## config.mk

```make
export PLATFORM = sky130hd
export DESIGN_NAME = tone_generator
export DESIGN_NICKNAME = d
export VERILOG_FILES = /design/src/rtl/tone_generator.sv
export SDC_FILE = /design/constraint.sdc
export NUM_CORES = 1
export LEC_CHECK = 0
export ABC_CLOCK_PERIOD_IN_PS = 4400
export CELL_PAD_IN_SITES_DETAIL_PLACEMENT = 0
export CELL_PAD_IN_SITES_GLOBAL_PLACEMENT = 1
export CORE_AREA = 2 2 55 96
export CTS_CLUSTER_DIAMETER = 150
export DETAILED_ROUTE_END_ITERATION = 10
export DIE_AREA = 0 0 57 98
export PLACE_DENSITY = 0.93
export SLEW_MARGIN = 20
export SYNTH_ARGS = -nofsm -noshare
export SYNTH_HDL_FRONTEND = slang
export SYNTH_SLANG_ARGS = --single-unit
```

## constraint.sdc

```tcl
create_clock -name clk -period 4.4 [get_ports clk]
set_input_delay 1.1 -clock clk [delete_from_list [all_inputs] [get_ports clk]]
set_output_delay 1.1 -clock clk [all_outputs]
set_load 0.05 [all_outputs]
```

## src/rtl/tone_generator.sv

```systemverilog
// Square-wave tone generator: half-period = frequency ticks of PRESCALE clocks.
// A new divisor is only adopted at a waveform edge, so the output never glitches.
module tone_generator #(
  parameter int unsigned PRESCALE = 1,
  parameter int unsigned DIV_W    = 15
) (
  input  logic             clk,
  input  logic             rst,
  input  logic             enable,
  input  logic [DIV_W-1:0] frequency,
  output logic             speaker,
  output logic             active,
  output logic             edge_strobe
);

  localparam int unsigned PRE_W = (PRESCALE > 1) ? $clog2(PRESCALE) : 1;
  localparam logic [PRE_W-1:0] PRE_LAST = PRE_W'(PRESCALE - 1);

  typedef enum logic {
    IDLE = 1'b0,
    RUN  = 1'b1
  } state_t;

  state_t           state_q, state_d;
  logic [PRE_W-1:0] pre_q, pre_d;
  logic [DIV_W-1:0] cnt_q, cnt_d;
  logic [DIV_W-1:0] div_q, div_d;
  logic             spk_q, spk_d;
  logic             stb_q, stb_d;
  logic             act_q, act_d;

  logic             tick;
  logic [DIV_W-1:0] div_m1;

  assign tick   = (pre_q == PRE_LAST);
  assign div_m1 = div_q - DIV_W'(1);

  always_comb begin
    state_d = state_q;
    pre_d   = pre_q;
    cnt_d   = cnt_q;
    div_d   = div_q;
    spk_d   = spk_q;
    stb_d   = 1'b0;

    unique case (state_q)
      IDLE: begin
        spk_d = 1'b0;
        cnt_d = '0;
        pre_d = '0;
        div_d = frequency;
        if (enable && (frequency != '0)) begin
          state_d = RUN;
        end
      end
      RUN: begin
        if (!enable) begin
          // Enable loss wins over any coincident boundary.
          state_d = IDLE;
          spk_d   = 1'b0;
          cnt_d   = '0;
          pre_d   = '0;
        end else begin
          pre_d = tick ? '0 : pre_q + PRE_W'(1);
          if (tick) begin
            if (cnt_q == div_m1) begin
              cnt_d = '0;
              div_d = frequency;
              if (frequency == '0) begin
                state_d = IDLE;
                spk_d   = 1'b0;
              end else begin
                spk_d = ~spk_q;
                stb_d = 1'b1;
              end
            end else begin
              cnt_d = cnt_q + DIV_W'(1);
            end
          end
        end
      end
      default: state_d = IDLE;
    endcase

    act_d = (state_d == RUN);
  end

  always_ff @(posedge clk) begin
    if (rst) begin
      state_q <= IDLE;
      pre_q   <= '0;
      cnt_q   <= '0;
      div_q   <= '0;
      spk_q   <= 1'b0;
      stb_q   <= 1'b0;
      act_q   <= 1'b0;
    end else begin
      state_q <= state_d;
      pre_q   <= pre_d;
      cnt_q   <= cnt_d;
      div_q   <= div_d;
      spk_q   <= spk_d;
      stb_q   <= stb_d;
      act_q   <= act_d;
    end
  end

  assign speaker     = spk_q;
  assign active      = act_q;
  assign edge_strobe = stb_q;

endmodule

```

After elaboration in Yosys (flattened, before gate mapping)
Index checks and enable logic that the tools add are counted.
{"block": "totals", "wordCells": 47, "input_bits": 18, "ff_bits": 34, "output_inout_bits": 3}
{"block": "op_classes", "eq_ne": 6, "n_addsub": 3, "n_mux": 22, "n_reduce_logical": 6, "bitwise_logic": 4}
{"op": "2-to-1 mux 15 bit", "n": 6}
{"op": "case mux 15 bit (2 select lines)", "n": 2}
{"op": "adder 15 x 1 -> 15 bit (second input constant)", "n": 1}
{"op": "== test 15 bit", "n": 1}
{"op": "zero test 15 bit", "n": 1}
{"op": "nonzero test 15 bit", "n": 1}
{"op": "subtractor 15 x 1 -> 15 bit (second input constant)", "n": 1}
{"op": "2-to-1 mux 1 bit", "n": 11}
{"op": "case mux 1 bit (2 select lines)", "n": 3}
{"op": "OR reduction 5 bit", "n": 1}
{"op": "inequality test 2 bit (second input constant)", "n": 2}
{"op": "inverter 1 bit", "n": 4}
{"op": "inequality test 3 x 2 -> 1 bit (second input constant)", "n": 1}
{"op": "inequality test 3 bit (second input constant)", "n": 1}
{"op": "AND reduction 3 bit", "n": 1}
{"op": "inequality test 2 x 1 -> 1 bit (second input constant)", "n": 1}
{"op": "AND reduction 2 bit", "n": 1}
{"op": "adder 1 bit (second input constant)", "n": 1}
{"op": "logical AND 1 bit", "n": 1}

Depth between registers and ports, before layout
{"block": "depth", "ltp_word": 6, "mapped_depth": 11, "ltp_nobuf": 9}

Worst setup path after synthesis
Ideal clock, no wire load.
{"block": "synth_timing", "path_type": "register to register", "start": "register div_q[0]", "end": "register spk_q, in the netlist speaker", "t_arrival_ps": 2615, "path_buffers": 1, "synth_period_minus_slack_ps": 2686, "t_required_ps": 4329, "path_slack_ps": 1714, "setup_ps": 71, "path_stages_with_launch": 10, "path_cell_list": "dfxtp_1 -> inv_1 -> ha_1 -> buf_2 -> nor4b_4 -> nand3_1 -> o31a_1 -> or4_4 -> or4_1 -> a21oi_1"}
{"block": "synth_between", "elab_chain_len": 4}
{"element": "start: declaration", "line_no": "27", "source": "logic [DIV_W-1:0] div_q, div_d;"}
{"element": "start signal: assignment", "line_no": "101", "source": "div_q <= div_d;"}
{"element": "subtractor 15 x 1 -> 15 bit", "line_no": "36", "source": "assign div_m1 = div_q - DIV_W'(1);"}
{"element": "== test 15 bit", "line_no": "66", "source": "if (cnt_q == div_m1) begin"}
{"element": "inequality test 3 x 2 -> 1 bit (no source line)"}
{"element": "AND reduction 2 bit (no source line)"}
{"element": "end signal: assignment", "line_no": "102", "source": "spk_q <= spk_d;"}
{"element": "end: declaration", "line_no": "28", "source": "logic spk_q, spk_d;"}
No other way between the ends.
A chain may end at the register's enable or synchronous reset.

Worst setup path in the final report
{"block": "layout_timing", "start": "register div_q[0]", "end": "register div_q[9]"}
{"block": "layout_between", "elab_chain_len": 4}
{"element": "subtractor 15 x 1 -> 15 bit", "line_no": "36"}
{"element": "== test 15 bit", "line_no": "66"}
{"element": "inequality test 2 x 1 -> 1 bit (no source line)"}
{"element": "AND reduction 3 bit (no source line)"}
No other way between the ends.

==> run metrics <==
initial antenna violation count=0; #FFs+latches synth=33; Hold Crit Class=register to register; DP HPWL=4210 um; commonest cells in the netlist=33 x dfxtp_1, 22 x nor3_1, 16 x a221oi_1, 16 x xnor2_1; H-tree depth=2; CTS tree=built; final hold vios=0; CP Launch Type=register; largest net degree at the start of global routing=33; status=completed; post-synthesis cell type count=51; VDD IR max=0.220 mV; antenna cells=0; GR Overflow Total=0; Final setup violation count=0; max incr delay on CP=between 500 and 600 ps; PnR worst setup slack=1180 ps; worst clock skew=4.25 ps; combinational share of power=22.6%; Critical Path Sink Type=register; final slew viol count=0; post-CTS setup buffers=0; drt drc=0; Pint=~0.51 mW; clk buf depth=2; Bufs and invs on worst path=1; post-synth net total=281; vias in the first global route=2018; clk sinks=33; worst r2r src=div_q[0]; CP Max Fanout=15; Hold-fix buffers, CTS=0; synth warn=0; Critical Path Start=div_q[0]; CP Class=register to register; DRT iter0 DRCs=140; clock root buffer=clkbuf_8; Site Rows=34; Post-synth EDFFs=0; Seq/Total Area, Yosys=around 30%; post-CTS resize count=0; Crit path max-delay family=compound AO/OA/AOI/OAI gates; pwr dens=288 mW/mm2; Vias per Instance=6.18; Clk network pwr share=31.7%; Switching Share=29.3%; placed cells=320; clk_lat worst skew=280 ps; period utilisation layout=73.2%; Die X=57 um; IO Pins=21; number of CTS-inserted buffers=5; number of fillers in the final layout=476; critical path arrival=3400 ps; Synth Instances=261; Fin Setup TNS=0 ps; static leakage=0.886 nW; Post-synth top flop=dfxtp_1; Worst-path clk slew=60 ps; Layout Utilization=51.5%; post-synth top area cell=dfxtp_1; GRT Total Usage=21.7%; top-count cell post-synth=dfxtp_1; Async S/R FF share, synth=0%; dominant cells by area after synthesis=dfxtp_1 30%, a221oi_1 6.4%, xnor2_1 6.4%; Slew Limit Headroom=40.6%; Core ar.=0.00485 mm2; ratio of cells with drive above 1 in the final layout=under 10%; slowest CP cell=o21a_1; first-pass GRT wire length=9700 um; WL/cell=17.4 um; fmax=311 MHz; hold path start=speaker; Flop pwr share=45.7%; Syn Area/Cell=8.45 um2; critical path cell sequence=inv_1 -> ha_1 -> nor4b_4 -> a31oi_1 -> o211a_1 -> a2111oi_1 -> o21a_1 -> a221oi_1 -> a211oi_1; via count=2022; Synth top area share=approximately 30%; Place WS=1250 ps; Area Growth Syn to Fin=13.2%; drt total wl=about 5700 um; fin cells=approximately 330; Die Height=98 um; Worst Path Required=4580 ps; P_sw=0.211 mW; Hold WS=a little under 500 ps; Placer Congestion=0.905; min cycle time layout=3220 ps; Initial Util=45.5%; Netlist Area Pre-Place=0.00220 mm2; NumNets Final=293; number of iterations in the first detailed-routing pass=4; ANT nets after route=0; RSZ-0062 raised after global routing=false; Die Area=0.00559 mm2; Max-cap violations=0; IO Port Bufs=20; Slew @ Worst Pin=889 ps
-- kinds of logic after synthesis --
| kind of cell | count (synthesis) | share of synthesized area, % |
|---|---|---|
| simple gates | 98 | 25.3 |
| flops | 33 | 30.0 |
| compound gates | 58 | 20.2 |
| buf+inv | 28 | 6.02 |
| fa+ha+maj | 2 | 1.13 |
| xor+xnor | 30 | 11.9 |
| mux | 12 | 5.45 |
-- metal layers --
metal | vias up | part of all wire [%] | wire, um | global-route usage, %
met3 | 14 | 3.4 | 191 | 3.44
met4 | 0 | 2.8 | 158 | 10.4
met1 | 956 | 40 | 2280 | 23.9
met5 | - | 0 | 0 | 0
met2 | 50 | 54 | 3060 | 39.3
li1 | 1002 | - | - | -
-- through the flow --
stage	instance area [um2]	total power [mW]
2_1_floorplan	2200	0.446
3_3_place_gp	2410	0.492
3_5_place_dp	2410	0.494
4_1_cts	2500	0.721
5_1_grt	2500	0.754
6_report	2500	0.718
-- state kept, by name (all words and copies together), names as in the netlist --
signal / flops
speaker: 1
cnt_q: 15
div_q: 15
active: 1
edge_strobe: 1
-- cell type report --
cell class              instances  area, um2  share of cell area [%]
clock buffers                   7       86.3                    3.46
repair buffers                 25        238                    9.52
inverters                       8       30.0                    1.20
multi-input cells             200       1410                    56.6
well taps                      54       67.6                    2.71
flip-flops and latches         33        661                    26.5
-- power by group through the flow --
stage / clock [mW] / combinational (mW) / sequential, mW
CTS: 0.232 / 0.161 / 0.328
finish: 0.228 / 0.162 / 0.328
detailed placement: 0 / 0.160 / 0.335
global placement: 0 / 0.157 / 0.334
global route: 0.246 / 0.178 / 0.330
floorplan: 0 / 0.118 / 0.328
-- path summary, 6_finish.rpt --
| kind | to | depth (start not counted) | slack [ps] |
|---|---|---|---|
| setup / recovery | div_q[9] | 9 | 1180 |
| hold reg to reg | speaker | 2 | 490 |
| hold / removal | speaker | 2 | 490 |
| setup reg to reg | div_q[9] | 9 | 1180 |
-- cells in the final DEF, fill, tap and decap left out, drive strengths merged, types with 7 or more instances in the layout --
cell / instances
a211oi: 15
a221oi: 16
clkbuf: 7
clkdlybuf4s50: 20
dfxtp: 33
inv: 8
mux2i: 12
nand2: 9
nand3: 8
nor2: 15
nor2b: 15
nor3: 22
nor4: 8
xnor2: 16
xor2: 14
-- tightest hold or removal path, delay by kind of cell (launching register included) --
family / cells / cell delay (ps)
flops: 1 / 320
compound gates: 2 / 130
Power figures use the tool's default switching activity.
